## src/rtl/flash_pin_arbiter.sv

```systemverilog
// Purpose: grant FSM sharing one Q-SPI flash pin set between the SPI bridge and the QSPI controller.
// Latency: grant one edge after the request is sampled; pins mux combinationally from registered state.
// Backpressure: a waiting master stalls until the owner releases (REQ low, CS high) plus the turnaround.
module flash_pin_arbiter #(
  parameter int unsigned  pTURNAROUND = 2,
  parameter logic [15:0]  pMAX_HOLD   = 16'hFFFF
) (
  input  logic       iCLK,
  input  logic       iRESET,
  input  logic       iSPI_REQ,
  output logic       oSPI_GNT,
  input  logic       iSPI_SCK,
  input  logic       iSPI_MOSI,
  input  logic       iSPI_CSn,
  output logic       oSPI_MISO,
  input  logic       iQSPI_REQ,
  output logic       oQSPI_GNT,
  input  logic       iQSPI_SCK,
  input  logic       iQSPI_NCS,
  input  logic [3:0] iQSPI_DOUT,
  input  logic [3:0] iQSPI_DOE,
  output logic [3:0] oQSPI_DIN,
  output logic       oFLASH_SCK,
  output logic       oFLASH_CSn,
  output logic [3:0] oFLASH_DOUT,
  output logic [3:0] oFLASH_DOE,
  input  logic [3:0] iFLASH_DIN,
  output logic       oTIMEOUT
);

  typedef enum logic [1:0] {
    IDLE     = 2'd0,
    OWN_SPI  = 2'd1,
    OWN_QSPI = 2'd2,
    TURN     = 2'd3
  } tState;

  localparam logic [3:0] TURN_LAST = 4'(pTURNAROUND - 1);
  // Idle pin set: HOLD/WP driven high, IO1/IO0 released
  localparam logic [3:0] IDLE_IO   = 4'b1100;

  tState       state;
  tState       nextState;
  logic        lastQspi;    // 1 when QSPI was the most recent owner
  logic [3:0]  turnCnt;
  logic [15:0] holdCnt;
  logic        inOwn;
  logic        otherReq;
  logic        enteringOwn;
  logic        holdHit;

  assign inOwn       = (state == OWN_SPI) || (state == OWN_QSPI);
  assign otherReq    = (state == OWN_SPI) ? iQSPI_REQ : iSPI_REQ;
  assign enteringOwn = !inOwn && ((nextState == OWN_SPI) || (nextState == OWN_QSPI));
  assign holdHit     = ({1'b0, holdCnt} + 17'd1) >= {1'b0, pMAX_HOLD};

  // State register
  always_ff @(posedge iCLK) begin
    if (iRESET) begin
      state <= IDLE;
    end else begin
      state <= nextState;
    end
  end

  // Next-state: arbitrate in IDLE, release only with REQ low and CS high, fixed-length turnaround
  always_comb begin
    nextState = state;
    case (state)
      IDLE: begin
        if (iSPI_REQ && iQSPI_REQ) begin
          nextState = lastQspi ? OWN_SPI : OWN_QSPI;
        end else if (iSPI_REQ) begin
          nextState = OWN_SPI;
        end else if (iQSPI_REQ) begin
          nextState = OWN_QSPI;
        end
      end
      OWN_SPI: begin
        if (!iSPI_REQ && iSPI_CSn) nextState = TURN;
      end
      OWN_QSPI: begin
        if (!iQSPI_REQ && iQSPI_NCS) nextState = TURN;
      end
      TURN: begin
        if (turnCnt == TURN_LAST) nextState = IDLE;
      end
      default: nextState = IDLE;
    endcase
  end

  // Registered grants, fairness memory, turnaround and hold counters, sticky timeout
  always_ff @(posedge iCLK) begin
    if (iRESET) begin
      oSPI_GNT  <= 1'b0;
      oQSPI_GNT <= 1'b0;
      lastQspi  <= 1'b1;
      turnCnt   <= 4'd0;
      holdCnt   <= 16'd0;
      oTIMEOUT  <= 1'b0;
    end else begin
      oSPI_GNT  <= (nextState == OWN_SPI);
      oQSPI_GNT <= (nextState == OWN_QSPI);
      if (nextState == OWN_SPI && state == IDLE) lastQspi <= 1'b0;
      if (nextState == OWN_QSPI && state == IDLE) lastQspi <= 1'b1;
      turnCnt <= (state == TURN) ? turnCnt + 4'd1 : 4'd0;
      if (enteringOwn) begin
        holdCnt <= 16'd0;
      end else if (inOwn && otherReq && holdCnt != pMAX_HOLD) begin
        holdCnt <= holdCnt + 16'd1;
      end
      // The owner is never preempted; the flag only reports the overrun
      if (inOwn && otherReq && holdHit) oTIMEOUT <= 1'b1;
    end
  end

  // Pin mux from registered state; non-owner always sees zero data
  always_comb begin
    oFLASH_SCK  = 1'b0;
    oFLASH_CSn  = 1'b1;
    oFLASH_DOUT = IDLE_IO;
    oFLASH_DOE  = IDLE_IO;
    oSPI_MISO   = 1'b0;
    oQSPI_DIN   = 4'd0;
    case (state)
      OWN_SPI: begin
        oFLASH_SCK  = iSPI_SCK;
        oFLASH_CSn  = iSPI_CSn;
        oFLASH_DOUT = {3'b110, iSPI_MOSI};
        oFLASH_DOE  = 4'b1101;
        oSPI_MISO   = iFLASH_DIN[1];
      end
      OWN_QSPI: begin
        oFLASH_SCK  = iQSPI_SCK & ~iQSPI_NCS;
        oFLASH_CSn  = iQSPI_NCS;
        oFLASH_DOUT = (iQSPI_DOE & iQSPI_DOUT) | (~iQSPI_DOE & IDLE_IO);
        oFLASH_DOE  = iQSPI_DOE | IDLE_IO;
        oQSPI_DIN   = iFLASH_DIN;
      end
      default: ;
    endcase
  end

endmodule

```

## config.mk

```make
export PLATFORM = sky130hd
export DESIGN_NAME = flash_pin_arbiter
export DESIGN_NICKNAME = d
export VERILOG_FILES = /design/src/rtl/flash_pin_arbiter.sv
export SDC_FILE = /design/constraint.sdc
export NUM_CORES = 1
export LEC_CHECK = 0
export ABC_AREA = 1
export BUFFER_PORTS_ARGS = -buffer_cell sky130_fd_sc_hd__buf_2
export CELL_PAD_IN_SITES_DETAIL_PLACEMENT = 1
export CELL_PAD_IN_SITES_GLOBAL_PLACEMENT = 1
export CORE_MARGIN = 2
export CORE_UTILIZATION = 37
export DETAILED_ROUTE_END_ITERATION = 10
export MAX_ROUTING_LAYER = met4
export PLACE_DENSITY = 0.82
export SLEW_MARGIN = 20
export SYNTH_ARGS = -nofsm -noshare
export SYNTH_HDL_FRONTEND = slang
export SYNTH_SLANG_ARGS = --single-unit
```

## constraint.sdc

```tcl
create_clock -name iCLK -period 3.08 [get_ports iCLK]
set_clock_uncertainty 0.05 [all_clocks]
set_input_delay 0.616 -clock iCLK [delete_from_list [all_inputs] [get_ports iCLK]]
set_output_delay 0.616 -clock iCLK [all_outputs]
set_load 0.05 [all_outputs]
```

==> results of run 1 <==
==> report_power, final <==
part,leakage [nW],internal [mW],total (mW),switching (mW)
logic,0.757,0.313,1.12,0.802
clock network,0.0216,0.0876,0.190,0.102
registers,0.212,0.457,0.591,0.134
total,0.990,0.857,1.90,1.04
==> cell families (layout without fill, tap and decap cells) <==
family,after synthesis,count (layout),share of synthesized area
adders and majority gates,11,11,0.0776
DFF,26,26,0.294
AOI/OAI and AO/OA,52,52,0.163
xor gates and xnor gates,2,2,0.00988
other,1,2,0.00212
buffers and inverters,54,88,0.131
and+or+nand+nor,132,132,0.323
==> final timing paths <==
path	start	to	cells past startpoint
hold reg to reg	oTIMEOUT	oTIMEOUT	2
hold / removal	oTIMEOUT	oTIMEOUT	2
setup reg to reg	state[0]	holdCnt[9]	12
setup / recovery	state[0]	holdCnt[9]	12
==> worst max-delay path, stage by stage, from the launching register on <==
cell and delay (ns):
dfxtp_1 0.39, inv_1 0.09, ha_1 0.34, a21oi_1 0.16, o211ai_1 0.11, o22ai_1 0.23, inv_1 0.07, ha_1 0.27
o21ai_0 0.08, buf_4 0.16, inv_1 0.28, o21ai_0 0.15, a31oi_1 0.17
==> sequential cells by signal, indices dropped and copies added (netlist names) <==
name	flops
holdCnt	16
turnCnt	4
state	2
lastQspi	1
oQSPI_GNT	1
oSPI_GNT	1
oTIMEOUT	1
==> cell type report <==
type                    count  area, sq um
clock buffers               3         41.3
fillers                   644         2640
inverters                  47          176
multi-input cells         199         1020
flip-flops and latches     26          520
well taps                  54         67.6
repair buffers             38          195
==> layer usage <==
layer | part of all wire | routed length, microns | track usage | vias to the layer above
met1 | 0.43 | 1970 | 0.205 | 803
li1 | - | - | - | 950
met3 | 0.034 | 159 | 0.0193 | 2
met2 | 0.53 | 2470 | 0.369 | 41
met5 | 0 | 0 | - | -
met4 | 0.0050 | 23 | 0.0432 | 0
==> placed cells by master (no fill, tap or decap), drive strengths merged <==
cell type  count
o22ai          1
conb           2
inv           47
nor2          33
o21a           1
nand3         19
xnor2          1
xor2           1
clkbuf         3
o31ai          1
o21ai         21
a21oi         20
nor3           2
o21bai         3
or2            2
ha            11
nand2         70
a31oi          2
dfxtp         26
o211ai         2
a211oi         1
buf           38
nor3b          1
nand4          5
==> metrics.md, run 1 <==
| Metric | Value |
|---|---|
| Peak VDD IR | `0.000444 V` |
| Fin area | `between 2000 and 2500 sq um` |
| Bufs on Longest Clock Path | `2` |
| Die Ht | `roughly 73 microns` |
| Avg Cell Area, Syn | `6.38 sq um` |
| Post-Syn Instances | `between 200 and 300` |
| Layout Cells excl Fill | `367` |
| Post-cts hold buffer count | `0` |
| Post-place instance area | `1980 sq um` |
| Row count | `25` |
| Ys Warns | `0` |
| Hold Path Class | `flip-flop to flip-flop` |
| Synthesized flop and latch total | `26` |
| CTS Sinks | `26` |
| Area leader, netlist | `dfxtp_1` |
| GPL Wtd Cong | `roughly 0.84` |
| Sequential fraction of the synthesis area | `0.294` |
| Vias per cell | `4.89` |
| Post-Synthesis Cell Area | `around 1800 sq um` |
| P&R area growth vs syn | `14.2%` |
| Worst Path Arrival | `about 2.8 ns` |
| Commonest cells in the synthesized netlist | `nand2_1, inv_1, nor2_1, dfxtp_1, o21ai_0` |
| Hold_ws | `between 0.4 and 0.5 ns` |
| IO Port Bufs | `36` |
| EDFF count, synth | `0` |
| DRT iter0 DRCs | `44` |
| Synth cell types | `30` |
| RSZ-0062 raised after global routing | `no` |
| Core area | `roughly 4700 sq um` |
| Ports | `39` |
| Layout cells sized above 1 | `0.169` |
| DRC Markers | `0` |
| Slew Limit Fails | `0` |
| Slack of the critical path | `about 0.45 ns` |
| Drt total wl | `around 4600 microns` |
| Status | `complete, no violations` |
| Clock-pin slew on the worst setup and hold paths | `around 0.090 ns` |
| Hold Fails Final Rpt | `0` |
| Die Area | `~5400 sq um` |
| Overflow after GRT | `0` |
| Fmax | `about 380 MHz` |
| Tcrit/Tclk final | `0.855` |
| Layout Utilization | `0.434` |
| Worst-path fanout max | `13` |
| First-pass GRT wire length | `7960 microns` |
| Largest net degree at the start of global routing | `14` |
| Final Critical Period | `around 2.6 ns` |
| CTS tree | `yes` |
| Clock Root Buffer | `clkbuf_8` |
| Number of buffers created by CTS | `3` |
| Startpoint types | `flip-flop` |
| FF-to-FF setup slack | `about 0.45 ns` |
| Pwr Total | `1.90 mW` |
| Synth area leaders | `dfxtp_1, nand2_1, inv_1` |
| Setup repair bufs after CTS | `0` |
| Power Dens Cells | `around 940 nW/um^2` |
| # setup viols final | `0` |
| CP required | `about 3.2 ns` |
| MaxCap Viol Count | `0` |
| Critical setup path kind | `flip-flop to flip-flop` |
| Number of global-route vias before repair | `1872` |
| Initial Util | `0.380` |
| Most numerous cell in the Yosys netlist | `nand2_1` |
| Inst Count DP | `364` |
| Detail Route Antenna Nets | `0` |
| Via count | `roughly 1800` |
| Post-synth top area share | `0.294` |
| Crit end category | `flip-flop` |
| Worst skew pair latency | `around 0.27 ns` |
| Dpl hpwl | `between 3000 and 4000 microns` |
| Pre-CTS setup slack | `~0.42 ns` |
| PostCTS Resize Cnt | `0` |
| FFs w/ async S/R, synth | `0` |
| Total global-route track usage | `0.190` |
| Die X | `between 70 and 80 microns` |
| P_leak | `0.990 nW` |
| Post-route setup TNS | `0 ns` |
| H-tree depth | `1` |
| Nets | `around 350` |
| N_diodes | `0` |
| Main synth FF type | `dfxtp_1` |
| Initial antenna violation count | `0` |
| DR pass1 iterations | `4` |
| Wire per inst | `between 10 and 15 microns` |
Power figures use the tool's default switching activity.
==> inputs of run 2 (changes only) <==
CORE_UTILIZATION = 39   (was 37)
CTS_BUF_LIST = sky130_fd_sc_hd__clkbuf_8   (was default)
PLACE_DENSITY = 0.86   (was 0.82)
==> metrics.md, run 2 (synthesized netlist as in run 1, its figures left out) <==
| Metric | Value |
|---|---|
| Status | `complete, no violations` |
| Crit end category | `flip-flop` |
| Overflow after GRT | `0 (unchanged)` |
| Worst min-delay path startpoint | `oTIMEOUT` |
| Worst Path Arrival | `2.77 ns (about the same)` |
| # setup viols final | `0 (unchanged)` |
| Drt total wl | `4570 microns (-1.3%)` |
| CTS tree | `yes` |
| Most frequent cells in the layout | `nand2_1, inv_1, buf_2` |
| MaxCap Viol Count | `0 (unchanged)` |
| Bufs on Longest Clock Path | `2 (unchanged)` |
| Row count | `24 (-4.0%)` |
| Top reg by flops | `holdCnt` |
| N_diodes | `0 (unchanged)` |
| Power Dens Cells | `946 nW/um^2 (+0.95%)` |
| Least-Margin Pin Slew | `0.524 ns` |
| Hold Fails Final Rpt | `0 (unchanged)` |
| Fmax | `384 MHz (+1.1%)` |
| Worst skew pair latency | `0.27 ns (about the same)` |
| Initial antenna violation count | `0 (unchanged)` |
| Worst-path fanout max | `13 (unchanged)` |
| Pre-CTS setup slack | `0.507 ns (+0.0900 ns)` |
| RSZ-0062 raised after global routing | `no` |
| DR pass1 iterations | `4 (unchanged)` |
| First-pass GRT wire length | `8060 microns (+1.3%)` |
| CP required | `3.25 ns (+0.03 ns)` |
| Die X | `71.4 microns (-2.5%)` |
| Number of buffers created by CTS | `3 (unchanged)` |
| Vias per cell | `5.03 (+2.8%)` |
| Post-cts hold buffer count | `0 (unchanged)` |
| Via count | `1836 (+2.2%)` |
| Slew Limit Fails | `0 (unchanged)` |
| Post-place instance area | `1980 sq um (-0.13%)` |
| Clock-pin slew on the worst setup and hold paths | `0.09 ns (about the same)` |
| Ports | `39 (unchanged)` |
| Slack of the critical path | `0.474 ns (+0.0285 ns)` |
| Worst Setup SP | `state[1]` |
| GPL Wtd Cong | `0.794 (-5.3%)` |
| Initial Util | `0.407 (+0.0268)` |
| Die Ht | `71.4 microns (-2.5%)` |
| H-tree depth | `1 (unchanged)` |
| Reg2reg start | `state[1]` |
| Hold Path Class | `flip-flop to flip-flop` |
| Slew Limit Headroom | `0.651` |
| Max FFs per register | `16 (unchanged)` |
| Peak VDD IR | `0.000450 V (+1.5%)` |
| Number of global-route vias before repair | `1853 (-1.0%)` |
| Nets | `347 (unchanged)` |
| Dpl hpwl | `3720 microns (-4.1%)` |
| Startpoint types | `flip-flop` |
| Fin area | `2020 sq um (-0.12%)` |
| Clock Root Buffer | `clkbuf_8` |
| DRT iter0 DRCs | `101 (+130%)` |
| Core area | `4350 sq um (-6.6%)` |
| Die Area | `5100 sq um (-4.8%)` |
| P&R area growth vs syn | `14.0%` |
| Post-route setup TNS | `0 ns (unchanged)` |
| Largest net degree at the start of global routing | `14 (unchanged)` |
| PostCTS Resize Cnt | `0 (unchanged)` |
| Pwr Total | `1.91 mW (+0.82%)` |
| Total global-route track usage | `0.199 (+0.00852)` |
| Wire per inst | `12.5 microns (-0.78%)` |
| Most common cell after layout, fill and taps aside | `nand2_1` |
| Final Critical Period | `2.61 ns (-0.0285 ns)` |
| IO Port Bufs | `36 (unchanged)` |
| Tcrit/Tclk final | `0.846 (-0.00926)` |
| Layout cells sized above 1 | `0.169 (unchanged)` |
| CTS Sinks | `26 (unchanged)` |
| Largest registers | `holdCnt: 16 flops, turnCnt: 4 flops, state: 2 flops` |
| P_leak | `0.990 nW (unchanged)` |
| Detail Route Antenna Nets | `0 (unchanged)` |
| DRC Markers | `0 (unchanged)` |
| Setup repair bufs after CTS | `0 (unchanged)` |
| Critical setup path kind | `flip-flop to flip-flop` |
==> run 2: where the power goes <==
group	switching (mW)	leakage [nW]	total, mW	internal (mW)
Combinational	0.809	0.757	1.12	0.313
Sequential	0.136	0.212	0.593	0.457
Clock	0.109	0.0216	0.196	0.0878
==> run 2: worst max-delay path: stages (launching register included) <==
cell and delay [ns]:
dfxtp_1 0.43, inv_1 0.11, ha_1 0.41, inv_1 0.06
nor2_1 0.19, nand2_1 0.11, o21a_1 0.16, nor2_2 0.44
inv_2 0.22, a21oi_1 0.20, o21ai_0 0.10, inv_1 0.05
==> run 2: per-layer routing <==
| metal | wire (microns) | vias up | GRT usage |
|---|---|---|---|
| met5 | 0 | - | - |
| met4 | 84 | 0 | 0.0692 |
| met3 | 150 | 8 | 0.0169 |
| met2 | 2230 | 46 | 0.336 |
| met1 | 2100 | 828 | 0.250 |
| li1 | - | 954 | - |
==> run 2: final timing paths <==
check | slack [ns] | cells after the start | endpoint
min reg2reg | 0.40 | 2 | oTIMEOUT
max reg2reg | 0.47 | 11 | holdCnt[3]
min | 0.40 | 2 | oTIMEOUT
max | 0.47 | 11 | holdCnt[3]
==> run 2: area by class of cell <==
class / count / area, sq um
inverter: 47 / 176
multi-input combinational: 199 / 1020
clock buffer: 3 / 41.3
sequential: 26 / 520
fill: 615 / 2330
tap: 52 / 65.1
timing repair buffer: 38 / 195
==> run 2: stage by stage <==
step	utilization	std cells	hold WS (ns)
3_3_place_gp	0.455	362	0.391
5_1_grt	0.464	365	0.439
2_1_floorplan	-	279	0.384
3_5_place_dp	0.455	362	0.397
6_report	0.464	365	0.404
4_1_cts	0.464	365	0.410
